[src/rtl/cdc_hs_pkg.sv]
// Shared definitions for the CDC handshake endpoints.
//   hs_state_t      source FSM state encoding
//   MODE_4PH/2PH    handshake protocol selectors for the MODE parameter
//   level_width()   bit width of an occupancy counter for a given depth
package cdc_hs_pkg;

    typedef enum logic [1:0] {
        ST_IDLE     = 2'b00,
        ST_WAIT_ACK = 2'b01,
        ST_WAIT_REL = 2'b11
    } hs_state_t;

    localparam int MODE_4PH = 0;
    localparam int MODE_2PH = 1;

    // Occupancy must represent 0..depth inclusive.
    function automatic int level_width(input int depth);
        return $clog2(depth) + 1;
    endfunction

endpackage

[src/rtl/sync_bit.sv]
// Single-bit multi-flop synchroniser, reset to 0.
//   i_clk   destination clock
//   i_rstn  asynchronous active-low reset
//   i_d     asynchronous input bit
//   o_q     synchronised bit, STAGES flops after i_d
module sync_bit #(
    parameter int STAGES = 2
) (
    input  logic i_clk,
    input  logic i_rstn,
    input  logic i_d,
    output logic o_q
);

    logic [STAGES-1:0] r_sync;

    always_ff @(posedge i_clk or negedge i_rstn) begin
        if (!i_rstn) begin
            r_sync <= '0;
        end else begin
            r_sync <= {r_sync[STAGES-2:0], i_d};
        end
    end

    assign o_q = r_sync[STAGES-1];

endmodule

[src/rtl/cdc_hs_tx.sv]
// Source-side endpoint of a CDC request/acknowledge channel. Words from a
// valid/ready producer are queued in a small FIFO, then launched one at a
// time on a held-stable bus qualified by a request level.
//   i_clk, i_rstn      source clock, asynchronous active-low reset
//   i_data, i_valid    producer word and strobe
//   o_ready            FIFO not full
//   i_ack              acknowledge from destination (asynchronous)
//   o_req, o_data      request level and launched word (registered)
//   o_done             one-cycle pulse when a transfer completes
//   o_level            FIFO occupancy
//
// state       | meaning
// ST_IDLE     | no transfer open; launches FIFO head if present
// ST_WAIT_ACK | request open, waiting for the synchronised acknowledge
// ST_WAIT_REL | 4-phase only: request dropped, waiting for ack to return to 0
module cdc_hs_tx
    import cdc_hs_pkg::*;
#(
    parameter int DATA_WIDTH  = 8,
    parameter int DEPTH       = 4,
    parameter int SYNC_STAGES = 2,
    parameter int MODE        = 0
) (
    input  logic                          i_clk,
    input  logic                          i_rstn,
    input  logic [DATA_WIDTH-1:0]         i_data,
    input  logic                          i_valid,
    output logic                          o_ready,
    input  logic                          i_ack,
    output logic                          o_req,
    output logic [DATA_WIDTH-1:0]         o_data,
    output logic                          o_done,
    output logic [level_width(DEPTH)-1:0] o_level
);

    localparam int AW = $clog2(DEPTH);
    localparam int LW = level_width(DEPTH);

    logic [DATA_WIDTH-1:0] r_mem [DEPTH];
    logic [AW-1:0]         r_wptr;
    logic [AW-1:0]         r_rptr;
    logic [LW-1:0]         r_count;
    hs_state_t             r_state;

    logic w_ack_s;
    logic w_full;
    logic w_push;
    logic w_pop;

    sync_bit #(.STAGES(SYNC_STAGES)) u_ack_sync (
        .i_clk  (i_clk),
        .i_rstn (i_rstn),
        .i_d    (i_ack),
        .o_q    (w_ack_s)
    );

    assign w_full  = (r_count == LW'(DEPTH));
    assign o_ready = !w_full;
    assign w_push  = i_valid && !w_full;
    assign w_pop   = (r_state == ST_IDLE) && (r_count != '0);
    assign o_level = r_count;

    // Storage needs no reset: the count alone defines which entries are live.
    always_ff @(posedge i_clk) begin
        if (w_push) begin
            r_mem[r_wptr] <= i_data;
        end
    end

    // DEPTH is a power of two, so the pointers wrap by plain overflow.
    always_ff @(posedge i_clk or negedge i_rstn) begin
        if (!i_rstn) begin
            r_wptr  <= '0;
            r_rptr  <= '0;
            r_count <= '0;
        end else begin
            if (w_push) begin
                r_wptr <= r_wptr + 1'b1;
            end
            if (w_pop) begin
                r_rptr <= r_rptr + 1'b1;
            end
            case ({w_push, w_pop})
                2'b10:   r_count <= r_count + 1'b1;
                2'b01:   r_count <= r_count - 1'b1;
                default: r_count <= r_count;
            endcase
        end
    end

    always_ff @(posedge i_clk or negedge i_rstn) begin
        if (!i_rstn) begin
            r_state <= ST_IDLE;
            o_req   <= 1'b0;
            o_data  <= '0;
            o_done  <= 1'b0;
        end else begin
            o_done <= 1'b0;
            case (r_state)
                ST_IDLE: begin
                    if (w_pop) begin
                        o_data  <= r_mem[r_rptr];
                        o_req   <= (MODE == MODE_2PH) ? !o_req : 1'b1;
                        r_state <= ST_WAIT_ACK;
                    end
                end
                ST_WAIT_ACK: begin
                    if (MODE == MODE_2PH) begin
                        // Toggle protocol: ack catching up with req closes the transfer.
                        if (w_ack_s == o_req) begin
                            o_done  <= 1'b1;
                            r_state <= ST_IDLE;
                        end
                    end else if (w_ack_s) begin
                        o_req   <= 1'b0;
                        r_state <= ST_WAIT_REL;
                    end
                end
                ST_WAIT_REL: begin
                    if (!w_ack_s) begin
                        o_done  <= 1'b1;
                        r_state <= ST_IDLE;
                    end
                end
                default: r_state <= ST_IDLE;
            endcase
        end
    end

endmodule
[config.mk]
export PLATFORM = sky130hd
export DESIGN_NAME = cdc_hs_tx
export DESIGN_NICKNAME = d
export VERILOG_FILES = /design/src/rtl/cdc_hs_pkg.sv /design/src/rtl/sync_bit.sv /design/src/rtl/cdc_hs_tx.sv
export SDC_FILE = /design/constraint.sdc
export NUM_CORES = 1
export LEC_CHECK = 0
export BUFFER_PORTS_ARGS = -buffer_cell sky130_fd_sc_hd__buf_2
export CAP_MARGIN = 15
export CORE_ASPECT_RATIO = 0.75
export CORE_MARGIN = 10
export CORE_UTILIZATION = 49
export DETAILED_ROUTE_END_ITERATION = 10
export PLACE_DENSITY = 0.69
export SLEW_MARGIN = 20
export SYNTH_ARGS = -nofsm -noshare
export SYNTH_HDL_FRONTEND = slang
export SYNTH_SLANG_ARGS = --single-unit
[constraint.sdc]
create_clock -name i_clk -period 6.2 [get_ports i_clk]
set_clock_uncertainty 0.15 [all_clocks]
set_input_delay 0 -clock i_clk [delete_from_list [all_inputs] [get_ports i_clk]]
set_output_delay 0 -clock i_clk [all_outputs]
set_load 0.1 [all_outputs]
# Yosys cells after proc, flatten, opt, wreduce, memory -nomap -nowiden
# Memories as Yosys holds them, arrays and structs flattened. A register that Yosys moved wholly into a read port is not among the register bits.
# Index checks and enable logic that the tools add are counted.
# totals
output_inout_bits	14
word_cells	43
mem_count	1
input_bits	12
ff_bits	13
mem_bits_rw	32
# op_classes
addsub	4
n_eq_ne	8
reduce_logical	11
muxes	12
# mem_list
memory	depth	width	rd	rd_clocked_by_memory_dff	write_ports	line	text
r_mem	4	8	1	1	1	cdc_hs_tx.sv:39	logic [DATA_WIDTH-1:0] r_mem [DEPTH];
# ops
operator	count
$mux 1	6
$mux 2	3
$pmux 2 s3	1
$pmux 3 s2	1
$reduce_and 3->1	2
$add 2x1->2 const B	2
$eq 2x1->1 const B	2
$eq 2x2->1 const B	2
$ne 2x2->1 const B	2
$reduce_bool 2->1	2
$add 3x1->3 const B	1
$eq 3x3->1 const B	1
$reduce_bool 3->1	1
$sub 3x1->3 const B	1
$logic_and 1x1->1	2
$logic_not 1->1	2
$logic_not 2->1	1
$ne 2x1->1 const B	1
$pmux 1 s2	1
$reduce_and 2->1	1

# Longest topological paths before layout
# Gate-level depths: netlist (run 1).
# depth
word_depth	5
ltp_mapped	10
mapped_depth_nobuf	9

# Cells and area by module
# A second synthesis (run 1) with hierarchy kept.
# hier_totals
cells_unflattened	111
area_unflattened_um2	2084.5
# modules_own_cells
mod	instances	cells_per_inst	area_per_inst_um2	seq_area_each_um2
cdc_hs_tx	1	109	2034.5	1436.4
sync_bit	1	2	50.0	50.0

# Worst setup path after synthesis (run 1)
# OpenSTA, ideal clock, no wires.
# synth_path
kind	register -> register
start	register r_count[2] (netlist: o_level[2])
end	register r_count[2] (netlist: o_level[2])
arrival_time_ns	2.758
path_slack_ns	3.129
period_less_slack_ns	3.071
stages_incl_launch_ff	10
required_ns	5.888
setup_time_ns	0.162
n_path_buf	0
path_cell_list	dfrtp_1 -> or3b_4 -> and2_4 -> inv_1 -> ha_1 -> inv_1 -> fa_1 -> xor2_1 -> nor2_1 -> xor2_1
# synth_via
elab_chain_len	5
elab_cells_between_ends	11
classes_between	add/sub (2); eq/ne (3); mux (1); reduce/logical (5)
# synth_rtl
element	line	text
start, declared	cdc_hs_tx.sv:42	logic [LW-1:0] r_count;
start signal, assigned	cdc_hs_tx.sv:84	2'b10: r_count <= r_count + 1'b1;
start signal, assigned	cdc_hs_tx.sv:85	2'b01: r_count <= r_count - 1'b1;
start signal, assigned	cdc_hs_tx.sv:86	default: r_count <= r_count;
$eq 3x3->1 *	cdc_hs_tx.sv:57	assign w_full = (r_count == LW'(DEPTH));
$logic_not 1->1 *	n/a	
named net o_ready	cdc_hs_tx.sv:28	output logic o_ready,
$logic_and 1x1->1 *	cdc_hs_tx.sv:59	assign w_push = i_valid && !w_full;
$eq 2x1->1 or $eq 2x2->1 (tied branches)	cdc_hs_tx.sv:83	case ({w_push, w_pop})
$pmux 3 s2 or $reduce_bool 2->1 (tied branches)	n/a	
# Mark *: on every way through the listed nets, which the timed path passes. The rest lies on a longest branch.
# A chain may end at the register's enable or synchronous reset.

# Worst setup path in the final report (run 1)
# layout_path
start	register r_count[0] (netlist: o_level[0])
end	register r_count[2] (netlist: o_level[2])
# layout_via
elab_chain_len	5
elab_cells_between_ends	11
classes_between	add/sub (2); eq/ne (3); mux (1); reduce/logical (5)
# layout_rtl
element	line
$eq 3x3->1	cdc_hs_tx.sv:57
$logic_not 1->1	cdc_hs_tx.sv:59
$logic_and 1x1->1	cdc_hs_tx.sv:59
$eq 2x1->1 or $eq 2x2->1 (tied branches)	cdc_hs_tx.sv:83
$pmux 3 s2 or $reduce_bool 2->1 (tied branches)	n/a
# Several ways; a longest one is shown, not always the timed one.

==> results of run 1 <==
-- registers in the layout, indices dropped and copies added (netlist names) --
signal             count
r_mem                 32
u_ack_sync.r_sync      2
o_data                 8
o_level                3
o_done                 1
o_req                  1
r_rptr                 2
r_state                2
r_wptr                 2
-- how the worst max path moves through the flow --
stage / end / slack, ps
floorplan: o_level[2] / 3130
global placement: o_level[2] / 3930
detailed placement: o_level[2] / 3830
CTS: o_level[2] / 3790
global route: o_level[2] / 3680
finish: o_level[2] / 3790
-- per-stage QoR --
step	utilization (%)	cell area (sq um)
finish	60.8	2490
global route	60.8	2490
CTS	60.8	2490
floorplan	-	2100
detailed placement	55.3	2270
global placement	55.3	2270
-- critical path: cells and delay by family, from the launching register on --
family                   cells  cell delay, ps
AND/OR/NAND/NOR              3             770
adder cells (fa/ha/maj)      2             550
flip-flops                   1             440
XOR/XNOR                     2             320
buffers and inverters        2             110
-- layout make-up --
| cell class | instances | share of cell area, % |
|---|---|---|
| Sequential cell | 53 | 59.6 |
| Clock buffer | 5 | 2.76 |
| Multi-Input combinational cell | 47 | 22.3 |
| Clock inverter | 3 | 1.86 |
| Inverter | 9 | 1.35 |
| Tap cell | 55 | 2.76 |
| Timing Repair Buffer | 36 | 9.43 |
-- per-layer routing --
metal,vias up,share of wire [%],global-route usage [%]
met5,-,0,0
met4,0,1.1,4.26
met3,4,6.0,4.18
met2,17,52,16.9
met1,534,41,12.3
li1,492,-,-
-- cell families after synthesis --
family | Yosys count
AO/OA/AOI/OAI | 3
buffers and inverters | 12
XOR/XNOR | 6
AND/OR/NAND/NOR | 15
flip-flops | 53
multiplexers | 17
adder cells (fa/ha/maj) | 6
-- cells in the final DEF, fill, tap and decap left out, types with 2 or more instances in the layout --
master and instances:
nand2_1 4, dfrtp_1 21, edfxtp_1 32, ha_1 5, mux2_2 2, inv_1 9
mux4_2 8, mux2_4 7, dlygate4sd3_1 11, xor2_1 2, o21ai_0 3, and3_1 4
xnor2_1 4, buf_2 25, clkbuf_8 5
==> summary.txt, run 1 <==
Crit path launch type = register
Antenna violations before repair = 0
Vias in the first global route = 1161
Post-Synth Simple-Gate Area = 4.65%
Synth warn = 0
Routed WL per cell = 16.6 um
Yosys cell types = 23
Reg2reg start = o_level[0]
Largest family of logic cells by synthesized area = multiplexers
Commonest cells post-synth = edfxtp_1 (32), dfrtp_1 (21), inv_1 (9)
Reg clk slew, reported paths = 100 ps
Final count of hold timing violations = 0
Layout cells sized above 1 = 34.6%
Status = finished, final reports clean
Vias = 1047
Via density = 5.03
CTS Buf Count = 5
Register bit total from synthesis = 53
WS Path Type = reg2reg
Leading cell type by number of instances after synthesis = edfxtp_1
Area Growth Syn to Fin = 18.9%
CORE AREA = 0.00410 sq mm
Setup tns final = 0 ps
Starting DRT DRC Count = 51
Placer Congestion = 0.784
Final ANT Viol Nets = 0
Tmin final = 2410 ps
Synth Area in Compound Gates = 0.716%
FILL cells = 300
Tcrit/Tclk final = 38.9%
Worst EP arrival = 2500 ps
CP Max Fanout = 6
Placed insts = 189
Sequential fraction of the synthesis area = 70.8%
Critical path, cell by cell = or3b_4 > and2_4 > inv_1 > ha_1 > inv_1 > fa_1 > xor2_1 > nor2_1 > xor2_1
Die Wd = 95.6 um
Critical path endpoint category = register
Ys flop type = edfxtp_1
Hold buffer count at cts = 11
Max-slew violation count = 0
Worst R2R End = o_level[2]
Mean Syn Cell Area = 18.7 sq um
Starting Density = 51.1%
R2r worst-path depth = 9
Fraction of synthesized cell area in xor and xnor cells = 2.50%
H-Tree Depth = 2
Synth Instances = 112
Final worst slack = 3790 ps
Number of setup buffers added after CTS = 0
Drt drc = 0
Fin Hold WS = 19.3 ps
All-Layer GR Usage = 10.6%
Post-synth top area share = 45.8%
Syn nets = 130
Worst Setup SP = o_level[0]
Final HPWL DP = 2370 um
Largest net degree at the start of global routing = 22
IO Pins = 26
Register area = 0.00149 sq mm
First-pass GRT wire length = 5900 um
RSZ-0062 raised after global routing = false
Synth area leader = edfxtp_1
F_max = 414 MHz
Cts repair resizes = 0
Slew @ Worst Pin = 587 ps
Top post-synthesis cells by area = edfxtp_1 (46%), dfrtp_1 (25%), mux4_2 (8.6%)
Area of the multi-input gates = 556 sq um
Root Driver = clkbuf_8
Asr flop ratio synth = 39.6%
Worst slack at placement = 3830 ps
Max-slew headroom = 60.9%
Grt total ovfl = 0
CP max-delay cell = or3b_4
IO Port Bufs = 25
R2R Setup Slk = 3790 ps
Crit path largest cell delay = 450 ps
Drt first pass iters = 4
Max-cap viol count = 0
Mapped cell area = 0.00210 sq mm
Die Y-Extent = 76.7 um
Die area = 0.00733 sq mm
Fin cells = 208
Mux cell area share after synthesis = 14.7%
ANT cells = 0
Clk buf depth = 2
Final setup viols = 0
Clk Latency, worst-skew pair = 310 ps
Post-synth EDFFs = 32
NumNets Final = 170
Critical path required time = 6280 ps
TritonCTS clock tree = yes
Drt total wl = 3440 um
Post-synthesis adder-cell area fraction = 3.94%
Worst hold path type = in2async
Rows = 20
Clock sinks = 53
Power of run 1 is left out: the tool's default activity adds up to more than one toggle a clock period on the data nets, which glitch-free logic cannot reach.
==> run 2, diff against run 1 <==
--- a/config.mk
+++ b/config.mk
@@ -11,7 +11,7 @@
 export CORE_MARGIN = 10
 export CORE_UTILIZATION = 49
 export DETAILED_ROUTE_END_ITERATION = 10
-export PLACE_DENSITY = 0.69
+export PLACE_DENSITY = 0.72
 export SLEW_MARGIN = 20
 export SYNTH_ARGS = -nofsm -noshare
 export SYNTH_HDL_FRONTEND = slang
==> constraint.sdc (replaced) <==
create_clock -name i_clk -period 2.1 [get_ports i_clk]
set_clock_uncertainty 0.15 [all_clocks]
set_input_delay 0 -clock i_clk [delete_from_list [all_inputs] [get_ports i_clk]]
set_output_delay 0 -clock i_clk [all_outputs]
set_load 0.1 [all_outputs]
==> run 2 against run 1 <==
  * The flow now finishes with violations (setup timing)
  * Count of clock-buffer cells in the layout grew 1
  * Wire length increased by 7.5%
  * Flip-flop and latch count stayed put
  * Worst setup slack got worse by 4000 ps
  * Cell count grew 3.4%
  * Register-to-register slack got worse by 4000 ps
==> summary.txt, run 2 (synthesized netlist as in run 1, its figures left out) <==
Root Driver = clkbuf_8
Fin Hold WS = 18.1 ps (-1.22 ps)
WS Path Type = reg2reg
Drt first pass iters = 4 (unchanged)
Grt total ovfl = 0 (unchanged)
Final ANT Viol Nets = 0 (unchanged)
Clk Latency, worst-skew pair = 300 ps (about the same)
Layout cells sized above 1 = 43.8% (+9.1 points)
Worst EP arrival = 2340 ps (-160 ps)
FILL cells = 308 (+2.7%)
TritonCTS clock tree = yes
Starting DRT DRC Count = 39 (-24%)
Rows = 20 (unchanged)
RSZ-0062 raised after global routing = true
Slew @ Worst Pin = 498 ps (-89.0 ps)
Clk buf depth = 2 (unchanged)
Most common cell after layout, fill and taps aside = edfxtp_1
Final Util = 63.0% (+2.2 points)
Routed WL per cell = 17.2 um (+4.0%)
Worst hold path type = in2reg
Max-slew violation count = 0 (unchanged)
All-Layer GR Usage = 10.9% (+0.31 points)
F_max = 441 MHz (+6.5%)
Reg clk slew, reported paths = 90 ps (about the same)
Most flops, register = r_mem
Critical path required time = 2180 ps (-4100 ps)
Via density = 4.86 (-3.4%)
Number of flip-flops in the largest register = 32 (unchanged)
Final HPWL DP = 2580 um (+8.6%)
Most frequent cells in the layout = edfxtp_1 (32), buf_2 (25), dfrtp_1 (18), dlygate4sd3_1 (10)
CP Max Fanout = 3 (-3)
Tcrit/Tclk final = 108% (+69 points)
Placer Congestion = 0.695 (-11%)
NumNets Final = 177 (+4.1%)
Largest net degree at the start of global routing = 22 (unchanged)
H-Tree Depth = 2 (unchanged)
CTS Buf Count = 5 (unchanged)
First-pass GRT wire length = 5950 um (+0.81%)
Max-slew headroom = 67.0% (+6.2 points)
Clock sinks = 53 (unchanged)
Final setup viols = 2 (+2)
Vias in the first global route = 1200 (+3.4%)
Area of the multi-input gates = 587 sq um (+5.6%)
Drt drc = 0 (unchanged)
Failing checks = setup timing
IO Port Bufs = 25 (unchanged)
Die Wd = 95.6 um (unchanged)
Final Cell Area = 0.00259 sq mm (+3.7%)
Area Growth Syn to Fin = 23.3%
Crit path launch type = register
Status = finished with violations
Die area = 0.00733 sq mm (unchanged)
Register area = 0.00150 sq mm (+0.76%)
Max-cap viol count = 0 (unchanged)
Dpl cell area = 0.00234 sq mm (+3.1%)
Final count of hold timing violations = 0 (unchanged)
ANT cells = 0 (unchanged)
CORE AREA = 0.00410 sq mm (unchanged)
Starting Density = 51.1% (unchanged)
Antenna violations before repair = 0 (unchanged)
Die Y-Extent = 76.7 um (unchanged)
Drt total wl = 3700 um (+7.5%)
Final worst slack = -166 ps (-3950 ps)
Tmin final = 2270 ps (-147 ps)
Critical path endpoint category = register
IO Pins = 26 (unchanged)
Vias = 1045 (-0.19%)
## run 2: worst paths after layout
path | start | to | slack, ps | depth (start not counted)
max | o_level[0] | o_level[2] | -170 | 9
min | i_valid | r_wptr[0] | 20 | 4
max reg2reg | o_level[0] | o_level[2] | -170 | 9
min reg2reg | u_ack_sync.r_sync[0] | u_ack_sync.r_sync[1] | 210 | 0
max in group asynchronous | i_rstn | o_level[1] | 1410 | 2
min in group asynchronous | i_rstn | o_data[5] | 30 | 2
## run 2: critical path: stages (launching register included)
cell and delay, ps:
dfrtp_4 490, or3b_4 410, and2_4 160, inv_4 50, ha_4 120, inv_2 30
fa_2 350, xor2_2 160, nor2_1 130, xor2_1 140
## run 2: routing by layer
| layer | wire (um) | GRT usage [%] | vias to the layer above |
|---|---|---|---|
| met5 | 0 | 0 | - |
| met3 | 212 | 5.06 | 7 |
| met1 | 1440 | 11.4 | 522 |
| li1 | - | - | 497 |
| met2 | 1990 | 18.6 | 19 |
| met4 | 54 | 3.53 | 0 |
## run 2: layout make-up
| cell class | count | share of cell area (%) |
|---|---|---|
| flip-flops and latches | 53 | 57.9 |
| multi-input cells | 47 | 22.7 |
| repair buffers | 43 | 11.0 |
| clock buffers | 6 | 2.81 |
| well taps | 55 | 2.66 |
| clock inverters | 2 | 1.50 |
| inverters | 9 | 1.40 |
## run 2: repair_timing
| action | in CTS | in global routing |
|---|---|---|
| endpoints found under the setup margin | 2 | 2 |
| gates resized for setup | 1 | 3 |
| buffers inserted | 1 | 1 |
| hold endpoints to repair | 54 | 0 |
| pin swaps | 1 | 5 |
| hold buffers | 10 | 0 |
## run 2: per-stage QoR
step | instances | setup TNS [ps] | setup slack, ps
global placement | 195 | -81.5 | -81.5
floorplan | 112 | -904 | -520
global route | 215 | -340 | -260
CTS | 214 | -148 | -140
finish | 215 | -174 | -166
detailed placement | 195 | -209 | -180
Power of run 2 is left out for the same reason.
==> run 3, diff against run 2 <==
--- a/config.mk
+++ b/config.mk
@@ -5,13 +5,14 @@
 export SDC_FILE = /design/constraint.sdc
 export NUM_CORES = 1
 export LEC_CHECK = 0
+export ABC_AREA = 1
 export BUFFER_PORTS_ARGS = -buffer_cell sky130_fd_sc_hd__buf_2
 export CAP_MARGIN = 15
 export CORE_ASPECT_RATIO = 0.75
 export CORE_MARGIN = 10
 export CORE_UTILIZATION = 49
 export DETAILED_ROUTE_END_ITERATION = 10
-export PLACE_DENSITY = 0.72
+export PLACE_DENSITY = 0.71
 export SLEW_MARGIN = 20
 export SYNTH_ARGS = -nofsm -noshare
 export SYNTH_HDL_FRONTEND = slang
==> run 3 against run 2 <==
  * The run now ends clean
  * Maximum frequency increased by 17%
  * Critical path type unchanged
  * Non-clock buffer count decreased by 3
  * Via count increased by 42%
  * Critical path depth increased by 1
  * Global-route usage increased by 0.33 points
  * Flip-flop and latch count unchanged
  * Cell area increased by 9.8%
  * Register-to-register slack improved by 320 ps
==> summary.txt, run 3 <==
CTS Buf Count = 5 (unchanged)
Final Cell Area = 0.00284 sq mm (+9.8%)
Drt drc = 0 (unchanged)
Drt first pass iters = 4 (unchanged)
Max-cap viol count = 0 (unchanged)
IO Port Bufs = 25 (unchanged)
Vias in the first global route = 1571 (+31%)
NumNets Final = 285 (+61%)
Syn nets = 243 (+87%)
Leading cell type by number of instances after synthesis = nand2_1
Post-synth EDFFs = 32 (unchanged)
Crit path launch type = register
Cts repair resizes = 0 (-1)
Largest net degree at the start of global routing = 22 (unchanged)
Area Growth Syn to Fin = 18.4%
Dpl cell area = 0.00262 sq mm (+12%)
CP Max Fanout = 7 (+4)
Yosys cell types = 22 (-4.3%)
F_max = 514 MHz (+17%)
Starting DRT DRC Count = 44 (+13%)
CP max-delay cell = dfrtp_4
Starting Density = 52.2% (+1.0 points)
Critical path, cell by cell = nor2_4 > nand2_8 > nand2_8 > ha_4 > inv_2 > fa_2 > inv_1 > nand2_1 > nand3_1 > xor2_1
Clk buf depth = 2 (unchanged)
Sequential fraction of the synthesis area = 62.0% (-8.9 points)
Die Y-Extent = 80.6 um (+5.1%)
Synth Instances = 225 (+100%)
Root Driver = clkbuf_8
Layout cells sized above 1 = 25.7% (-18 points)
Rows = 21 (+5.0%)
Register bit total from synthesis = 53 (unchanged)
R2R Setup Slk = 160 ps (+320 ps)
Most frequent cells in the layout = nand2_1 (65), inv_1 (45), edfxtp_1 (32), buf_2 (25), dfrtp_1 (18)
Final count of hold timing violations = 0 (unchanged)
Final HPWL DP = 3100 um (+20%)
TritonCTS clock tree = yes
Hold buffer count at cts = 11 (+1)
Placer Congestion = 0.780 (+12%)
Critical path endpoint category = register
Ys flop type = edfxtp_1
ANT cells = 0 (unchanged)
Slew @ Worst Pin = 846 ps (+348 ps)
Grt total ovfl = 0 (unchanged)
FILL cells = 386 (+25%)
Crit path largest cell delay = 520 ps (+30 ps)
Mapped cell area = 0.00240 sq mm (+14%)
Post-synth top area share = 40.1% (-5.7 points)
Tcrit/Tclk final = 92.6% (-15 points)
Most flops, register = r_mem
IO Pins = 26 (unchanged)
Via density = 4.57 (-6.0%)
Drt total wl = 4300 um (+16%)
Final ANT Viol Nets = 0 (unchanged)
Number of flip-flops in the largest register = 32 (unchanged)
Clk Latency, worst-skew pair = 300 ps (about the same)
Placed insts = 306 (+57%)
Asr flop ratio synth = 39.6% (unchanged)
Top post-synthesis cells by area = edfxtp_1 (40%), dfrtp_1 (22%), nand2_1 (10%)
Synth warn = 0 (unchanged)
Tmin final = 1940 ps (-322 ps)
Die Wd = 101 um (+5.5%)
Routed WL per cell = 13.2 um (-23%)
Fin cells = 325 (+51%)
Delay-heaviest family, CP = flip-flops
Final setup viols = 0 (-2)
Vias = 1485 (+42%)
Commonest cells post-synth = nand2_1 (65), inv_1 (46), edfxtp_1 (32)
Critical path required time = 2180 ps (about the same)
Clock sinks = 53 (unchanged)
All-Layer GR Usage = 11.2% (+0.33 points)
CP Buf/Inv Count = 2 (unchanged)
CORE AREA = 0.00460 sq mm (+12%)
Mean Syn Cell Area = 10.7 sq um (-43%)
Worst EP arrival = 2020 ps (-320 ps)
Status = finished, final reports clean
Synth area leader = edfxtp_1
Number of setup buffers added after CTS = 0 (-1)
Die area = 0.00812 sq mm (+11%)
Worst hold path type = in2async
First-pass GRT wire length = 7270 um (+22%)
WS Path Type = reg2reg
Worst path most repeated cell = nand2_8
Max-slew headroom = 43.4% (-24 points)
Reg clk slew, reported paths = 100 ps (about the same)
Most common cell after layout, fill and taps aside = nand2_1
Max-slew violation count = 0 (unchanged)
RSZ-0062 raised after global routing = false
Antenna violations before repair = 0 (unchanged)
H-Tree Depth = 2 (unchanged)
## run 3: metal layers
layer / GRT usage, % / share of wire [%] / vias to the layer above
li1: - / - / 770
met1: 13.8 / 46 / 681
met2: 18.3 / 47 / 29
met3: 3.59 / 7.0 / 5
met4: 3.24 / 0.77 / 0
met5: 0 / 0 / -
## run 3: area by class of cell
| class | instances | area [sq um] | share of cell area [%] |
|---|---|---|---|
| Timing Repair Buffer | 40 | 265 | 9.34 |
| Inverter | 49 | 203 | 7.14 |
| Clock buffer | 7 | 101 | 3.57 |
| Tap cell | 57 | 71.3 | 2.51 |
| Multi-Input combinational cell | 118 | 693 | 24.4 |
| Sequential cell | 53 | 1500 | 52.7 |
| Clock inverter | 1 | 8.76 | 0.308 |
## run 3: cell families after synthesis
| kind of cell | count (synthesis) | synth area share [%] |
|---|---|---|
| buf+inv | 54 | 10.9 |
| compound gates | 4 | 0.834 |
| simple gates | 103 | 21.0 |
| flops | 53 | 62.0 |
| xor+xnor | 5 | 1.83 |
| fa+ha+maj | 6 | 3.44 |
## run 3: through the flow
step / utilization [%] / setup TNS (ps) / hold slack [ps] / setup WS, ps
2_1_floorplan: - / -155 / -446 / -101
3_3_place_gp: 57.0 / 0 / -168 / 198
3_5_place_dp: 57.0 / 0 / -163 / 164
4_1_cts: 61.8 / 0 / 35.3 / 142
5_1_grt: 61.8 / 0 / 74.3 / 25.3
6_report: 61.8 / 0 / 27.5 / 156
## run 3: path summary, 6_finish.rpt
path | startpoint | to | depth (start not counted)
setup / recovery | o_level[1] | o_level[2] | 10
hold / removal | i_rstn | o_data[3] | 2
setup reg to reg | o_level[1] | o_level[2] | 10
hold reg to reg | u_ack_sync.r_sync[0] | u_ack_sync.r_sync[1] | 0
max in group asynchronous | i_rstn | o_level[1] | 2
min in group i_clk | i_ack | u_ack_sync.r_sync[0] | 2
## run 3: worst register-to-register path, delay by kind of cell, from the launching register on
family	cells	cell delay (ps)
buf+inv	2	100
simple gates	5	490
flops	1	520
xor+xnor	1	140
fa+ha+maj	2	480
Power of run 3 is left out for the same reason.
